### config.mk
export PLATFORM = sky130hd
export DESIGN_NAME = joy_serial_mp
export DESIGN_NICKNAME = d
export VERILOG_FILES = /design/src/rtl/joy_serial_mp.sv
export SDC_FILE = /design/constraint.sdc
export NUM_CORES = 1
export LEC_CHECK = 0
export BUFFER_PORTS_ARGS = -buffer_cell sky130_fd_sc_hd__buf_2
export CORE_ASPECT_RATIO = 1.2
export CORE_UTILIZATION = 51
export DETAILED_ROUTE_END_ITERATION = 16
export PLACE_DENSITY = 0.69
export SLEW_MARGIN = 25
export SYNTH_ARGS = -nofsm -noshare
export SYNTH_HDL_FRONTEND = slang
export SYNTH_SLANG_ARGS = --single-unit
### constraint.sdc
create_clock -name clk -period 2.9 [get_ports clk]
set_input_delay 0.29 -clock clk [delete_from_list [all_inputs] [get_ports clk]]
set_output_delay 0.29 -clock clk [all_outputs]
set_load 0.01 [all_outputs]
### src/rtl/joy_serial_mp.sv
// Serial reader for a daisy-chained 74x165 joystick adapter: scans PLAYERS x BITS
// buttons, debounces across scans, detects adapter presence and strobes on change.
module joy_serial_mp #(
    parameter int PLAYERS  = 2,
    parameter int BITS     = 12,
    parameter int CLK_DIV  = 16,
    parameter int GAP      = 64,
    parameter int DEBOUNCE = 2
) (
    input  logic                      clk,
    input  logic                      reset_n,
    input  logic                      en,
    input  logic                      joy_data,
    output logic                      joy_clk,
    output logic                      joy_load,
    output logic [PLAYERS*BITS-1:0]   joystick,
    output logic                      present,
    output logic                      update
);

    localparam int TOTAL = PLAYERS * BITS;
    localparam int DIV_W = $clog2(CLK_DIV);
    localparam int K_W   = (TOTAL > 1) ? $clog2(TOTAL) : 1;
    localparam int GAP_W = (GAP > 1) ? $clog2(GAP) : 1;
    localparam int CNT_W = $clog2(DEBOUNCE + 1);

    localparam logic [DIV_W-1:0] DIV_LAST = DIV_W'(CLK_DIV - 1);
    localparam logic [K_W-1:0]   K_LAST   = K_W'(TOTAL - 1);
    localparam logic [GAP_W-1:0] GAP_LAST = GAP_W'(GAP - 1);
    localparam logic [CNT_W-1:0] DB_LAST  = CNT_W'(DEBOUNCE - 1);

    typedef enum logic [2:0] {
        S_IDLE,
        S_LOAD,
        S_RELEASE,
        S_SAMPLE,
        S_FALL,
        S_COMMIT,
        S_WAIT
    } state_t;

    state_t             state, state_n;
    logic [DIV_W-1:0]   div_cnt;
    logic               tick;
    logic [K_W-1:0]     k, k_n;
    logic [GAP_W-1:0]   gap_cnt, gap_n;
    logic               joy_clk_n, joy_load_n;
    logic [TOTAL-1:0]   raw, raw_n;
    logic [TOTAL-1:0]   prev;
    logic [CNT_W-1:0]   cnt, cnt_n;
    logic               commit;

    function automatic logic [CNT_W-1:0] sat_inc(input logic [CNT_W-1:0] c);
        return (c >= DB_LAST) ? DB_LAST : c + 1'b1;
    endfunction

    assign tick = (div_cnt == DIV_LAST);

    always_ff @(posedge clk or negedge reset_n) begin
        if (!reset_n) begin
            div_cnt <= '0;
        end else if (tick) begin
            div_cnt <= '0;
        end else begin
            div_cnt <= div_cnt + 1'b1;
        end
    end

    always_ff @(posedge clk or negedge reset_n) begin
        if (!reset_n) begin
            state    <= S_IDLE;
            k        <= '0;
            gap_cnt  <= '0;
            joy_clk  <= 1'b0;
            joy_load <= 1'b1;
            raw      <= '0;
        end else begin
            state    <= state_n;
            k        <= k_n;
            gap_cnt  <= gap_n;
            joy_clk  <= joy_clk_n;
            joy_load <= joy_load_n;
            raw      <= raw_n;
        end
    end

    // The last WAIT tick launches the next LOAD directly when enabled, so a
    // free-running scan takes 3 + 2*TOTAL + GAP ticks; IDLE is only dwelt in when en is low.
    always_comb begin
        state_n    = state;
        k_n        = k;
        gap_n      = gap_cnt;
        joy_clk_n  = joy_clk;
        joy_load_n = joy_load;
        raw_n      = raw;
        commit     = 1'b0;
        if (tick) begin
            unique case (state)
                S_IDLE: begin
                    joy_clk_n  = 1'b0;
                    joy_load_n = 1'b1;
                    if (en) begin
                        state_n    = S_LOAD;
                        joy_load_n = 1'b0;
                    end
                end
                S_LOAD: begin
                    joy_load_n = 1'b1;
                    state_n    = S_RELEASE;
                end
                S_RELEASE: begin
                    k_n     = '0;
                    state_n = S_SAMPLE;
                end
                S_SAMPLE: begin
                    raw_n[k]  = ~joy_data;
                    joy_clk_n = 1'b1;
                    state_n   = S_FALL;
                end
                S_FALL: begin
                    joy_clk_n = 1'b0;
                    if (k == K_LAST) begin
                        state_n = S_COMMIT;
                    end else begin
                        k_n     = k + 1'b1;
                        state_n = S_SAMPLE;
                    end
                end
                S_COMMIT: begin
                    commit  = 1'b1;
                    gap_n   = '0;
                    state_n = S_WAIT;
                end
                S_WAIT: begin
                    if (gap_cnt == GAP_LAST) begin
                        if (en) begin
                            state_n    = S_LOAD;
                            joy_load_n = 1'b0;
                        end else begin
                            state_n = S_IDLE;
                        end
                    end else begin
                        gap_n = gap_cnt + 1'b1;
                    end
                end
                default: state_n = S_IDLE;
            endcase
        end
    end

    assign cnt_n = (raw == prev) ? sat_inc(cnt) : '0;

    // All-ones raw means the data line is stuck low: no adapter on the port.
    always_ff @(posedge clk or negedge reset_n) begin
        if (!reset_n) begin
            joystick <= '0;
            present  <= 1'b0;
            update   <= 1'b0;
            cnt      <= '0;
            prev     <= '0;
        end else begin
            update <= 1'b0;
            if (commit) begin
                prev <= raw;
                if (&raw) begin
                    present  <= 1'b0;
                    joystick <= '0;
                    cnt      <= '0;
                    update   <= |joystick;
                end else begin
                    present <= 1'b1;
                    cnt     <= cnt_n;
                    if (cnt_n == DB_LAST && raw != joystick) begin
                        joystick <= raw;
                        update   <= 1'b1;
                    end
                end
            end
        end
    end

endmodule
==> key figures <==
Logic synthesis
  – Syn Std Cell Area: 4640 sq um
  – Synthesis Warnings: 0
  – Ys async rst share: 1.00
  – Synth unique cells: 41
  – Synthesized area per cell: 9.99 sq um
  – Syn Nets: 476
  – EDFF count, synth: 0
  – Commonest register cell after synthesis: dfrtp_1
  – Synthesized flop and latch total: 96
  – Syn Inst Count: 465
  – Seq/Total Area, Yosys: 0.518

Global routing
  – Pin count of the biggest net entering global routing: 97
  – Global-route wire length before repair: 17,800 um
  – Initial antenna violation count: 0
  – Global route overflow: 0
  – Total GRT Usage: 0.251
  – Vias in the first global route: 3,507

Detailed routing
  – Routed vias/inst: 5.82
  – Initial DRC count: 256
  – Avg WL per Cell: 17.5 um
  – Total Routed Length: 10,900 um
  – Remaining DRCs: 0
  – Routed vias: 3,628
  – Number of routed nets with antenna violations: 0
  – Detailed Routing Iterations Pass 1: 5

Setup path
  – Worst Path Max Fanout: 15
  – Worst Path Required: 3200 ps
  – Setup crit end kind: flop
  – Critical Path Start: raw[9]$_DFFE_PN0P_
  – CP max stage delay: 550 ps
  – Reg-to-reg startpoint: raw[9]$_DFFE_PN0P_
  – Worst flop-to-flop path endpoint: joystick[5]$_DFFE_PN0P_
  – Setup CP Type: reg -> reg
  – Cell Chain, Critical Path: xnor2_1 -> nand4_1 -> nor4_1 -> o2111ai_1 -> nor3_2 -> buf_4 -> a22o_1
  – Worst-case reg-to-reg path depth: 7
  – Crit path to: joystick[5]$_DFFE_PN0P_
  – CP max-delay cell: nor3_2
  – Setup crit start kind: flop
  – R2R setup slack: 330 ps
  – Critical path data arrival time: 2870 ps

Outcome
  – Status: completed

Floorplanning
  – Core area: 8700 sq um
  – Die Span Y: 107 um
  – Die Wd: 89.1 um
  – Placement row count: 37
  – Total die area: 9490 sq um
  – Initial Utilization: 0.533
  – I/O pins: 32

STA
  – Tmin final: 2570 ps
  – Post-route setup TNS: 0 ps
  – Layout Skew: 10.8 ps
  – Rel. slew slack: 0.572
  – Final Hold Fails: 0
  – Final setup violation count: 0
  – Final Max Slew Viols: 0
  – Final period utilization: 0.885
  – Worst Max-Slew Pin Slew: 639 ps
  – RSZ-0062 raised after global routing: false
  – Fmax: 390 MHz

Power
  – Power per cell area: 439 nW/um^2
  – Peak supply drop: 271 uV
  – Leak pwr: 2.30 nW

Clock tree
  – Cts bufs inserted: 9
  – Root buffer cell: clkbuf_8
  – Clock buffer depth: 2
  – Clock Pin Slew Worst Setup and Hold Paths: 90 ps
  – H-tree depth: 3
  – Hold_buf cts: 1
  – Post-CTS Resized: 0
  – Clk_lat worst skew: 360 ps
  – Post-CTS setup buffers: 0
  – CTS tree: built
  – Clock sink count: 96

Final layout
  – Share of cells above drive strength 1: 0.136
  – Final std cells w/o fill: 623
  – Layout fillers: 799
  – # diodes: 0
  – Area grow syn2layout: 11.7%
  – FF/Latch Area: 2400 sq um
  – Commonest non-fill, non-tap cell in the layout: dfrtp_1
  – Final Util: 0.596
  – Nets: 512
  – Final instance area: 5190 sq um
  – Most frequent cells in the layout: dfrtp_1, nand2_1, o21ai_0
  – Multi-input gate area: 2100 sq um

Job
  – Max cap viols: 0

Placement
  – Post-DP Area: 4980 sq um
  – # port buffers: 31
  – RD Place Congestion: 0.850
  – Placed Instances: 606
  – Final HPWL DP: 7480 um

Worst hold path
  – HP Class: in -> reg
## registers in the layout, summed over array words and instances (netlist names), 2 cells and up
signal	count
joystick	24
state	3
raw	24
div_cnt	4
cnt	2
gap_cnt	6
prev	24
k	5
## where the power goes
part | leakage, nW | switching [W] | internal [W]
registers | 1.20 | 0.00000164 | 0.00134
clock network | 0.103 | 0.000449 | 0.000444
logic | 0.993 | 0.0000355 | 0.00000952
total | 2.30 | 0.000486 | 0.00179
## how the worst min path moves through the flow
stage | end | start | depth (start not counted)
floorplan | cnt[0]$_DFFE_PN0P_ | reset_n | 0
global placement | joystick[15]$_DFFE_PN0P_ | reset_n | 2
detailed placement | joystick[22]$_DFFE_PN0P_ | reset_n | 2
CTS | joy_load$_DFFE_PN1P_ | en | 3
global route | joy_load$_DFFE_PN1P_ | en | 3
finish | joy_load$_DFFE_PN1P_ | en | 3
## Yosys cell counts, types with 2 or more instances
cell type | count | share of area
clkbuf_1 | 19 | 0.015
and3_1 | 3 | 0.0040
nand2_1 | 91 | 0.074
a22o_1 | 25 | 0.047
buf_6 | 2 | 0.0049
dfrtp_1 | 95 | 0.51
nor3_1 | 3 | 0.0032
a21oi_1 | 7 | 0.0075
nor2_1 | 17 | 0.014
nor4_1 | 14 | 0.019
mux2_2 | 2 | 0.0049
o31ai_1 | 26 | 0.042
nand4_1 | 16 | 0.022
xnor2_1 | 27 | 0.051
xor2_1 | 28 | 0.053
nand2b_1 | 2 | 0.0027
inv_1 | 7 | 0.0057
o21ai_0 | 39 | 0.042
buf_2 | 3 | 0.0032
ha_1 | 7 | 0.019
nand3b_1 | 3 | 0.0049
nor2b_1 | 3 | 0.0040
nand3_1 | 7 | 0.0075
or3_1 | 2 | 0.0027
## critical path, delay by kind of cell (launching register included)
kind	cells	cell delay [ps]
flip-flops	1	390
buffers and inverters	1	330
AO/OA/AOI/OAI	2	420
AND/OR/NAND/NOR	3	1080
XOR/XNOR	1	280
## area by class of cell
type                    count  share of cell area
clock buffers              13              0.0306
clock inverters             3             0.00772
repair buffers             49              0.0593
well taps                 117              0.0282
flip-flops and latches     96               0.463
multi-input cells         337               0.405
inverters                   8             0.00579
## logic make-up (layout without fill, tap and decap cells)
logic type                 count (synthesis)  after routing  share of synthesized area
buffers and inverters                     32             73                     0.0299
xor gates and xnor gates                  55             55                      0.104
muxes                                      2              2                    0.00485
adders and majority gates                  7              7                     0.0189
DFF                                       96             96                      0.518
AOI/OAI and AO/OA                        108            108                      0.158
and+or+nand+nor                          165            165                      0.167
## per-stage QoR
stage          total power, W  hold WS (ps)  worst slack, ps
2_1_floorplan         0.00138         -5.59              730
3_3_place_gp          0.00141           384              476
3_5_place_dp          0.00141           386              397
4_1_cts               0.00229           224              372
5_1_grt               0.00234           269              216
6_report              0.00228           237              335
## per-layer routing
metal | track usage | vias to the layer above | wire (um)
met5 | 0 | - | 0
met4 | 0.125 | 0 | 338
met3 | 0.0303 | 22 | 492
met2 | 0.387 | 114 | 5250
met1 | 0.348 | 1774 | 4800
li1 | - | 1718 | -
Power figures use the tool's default switching activity.
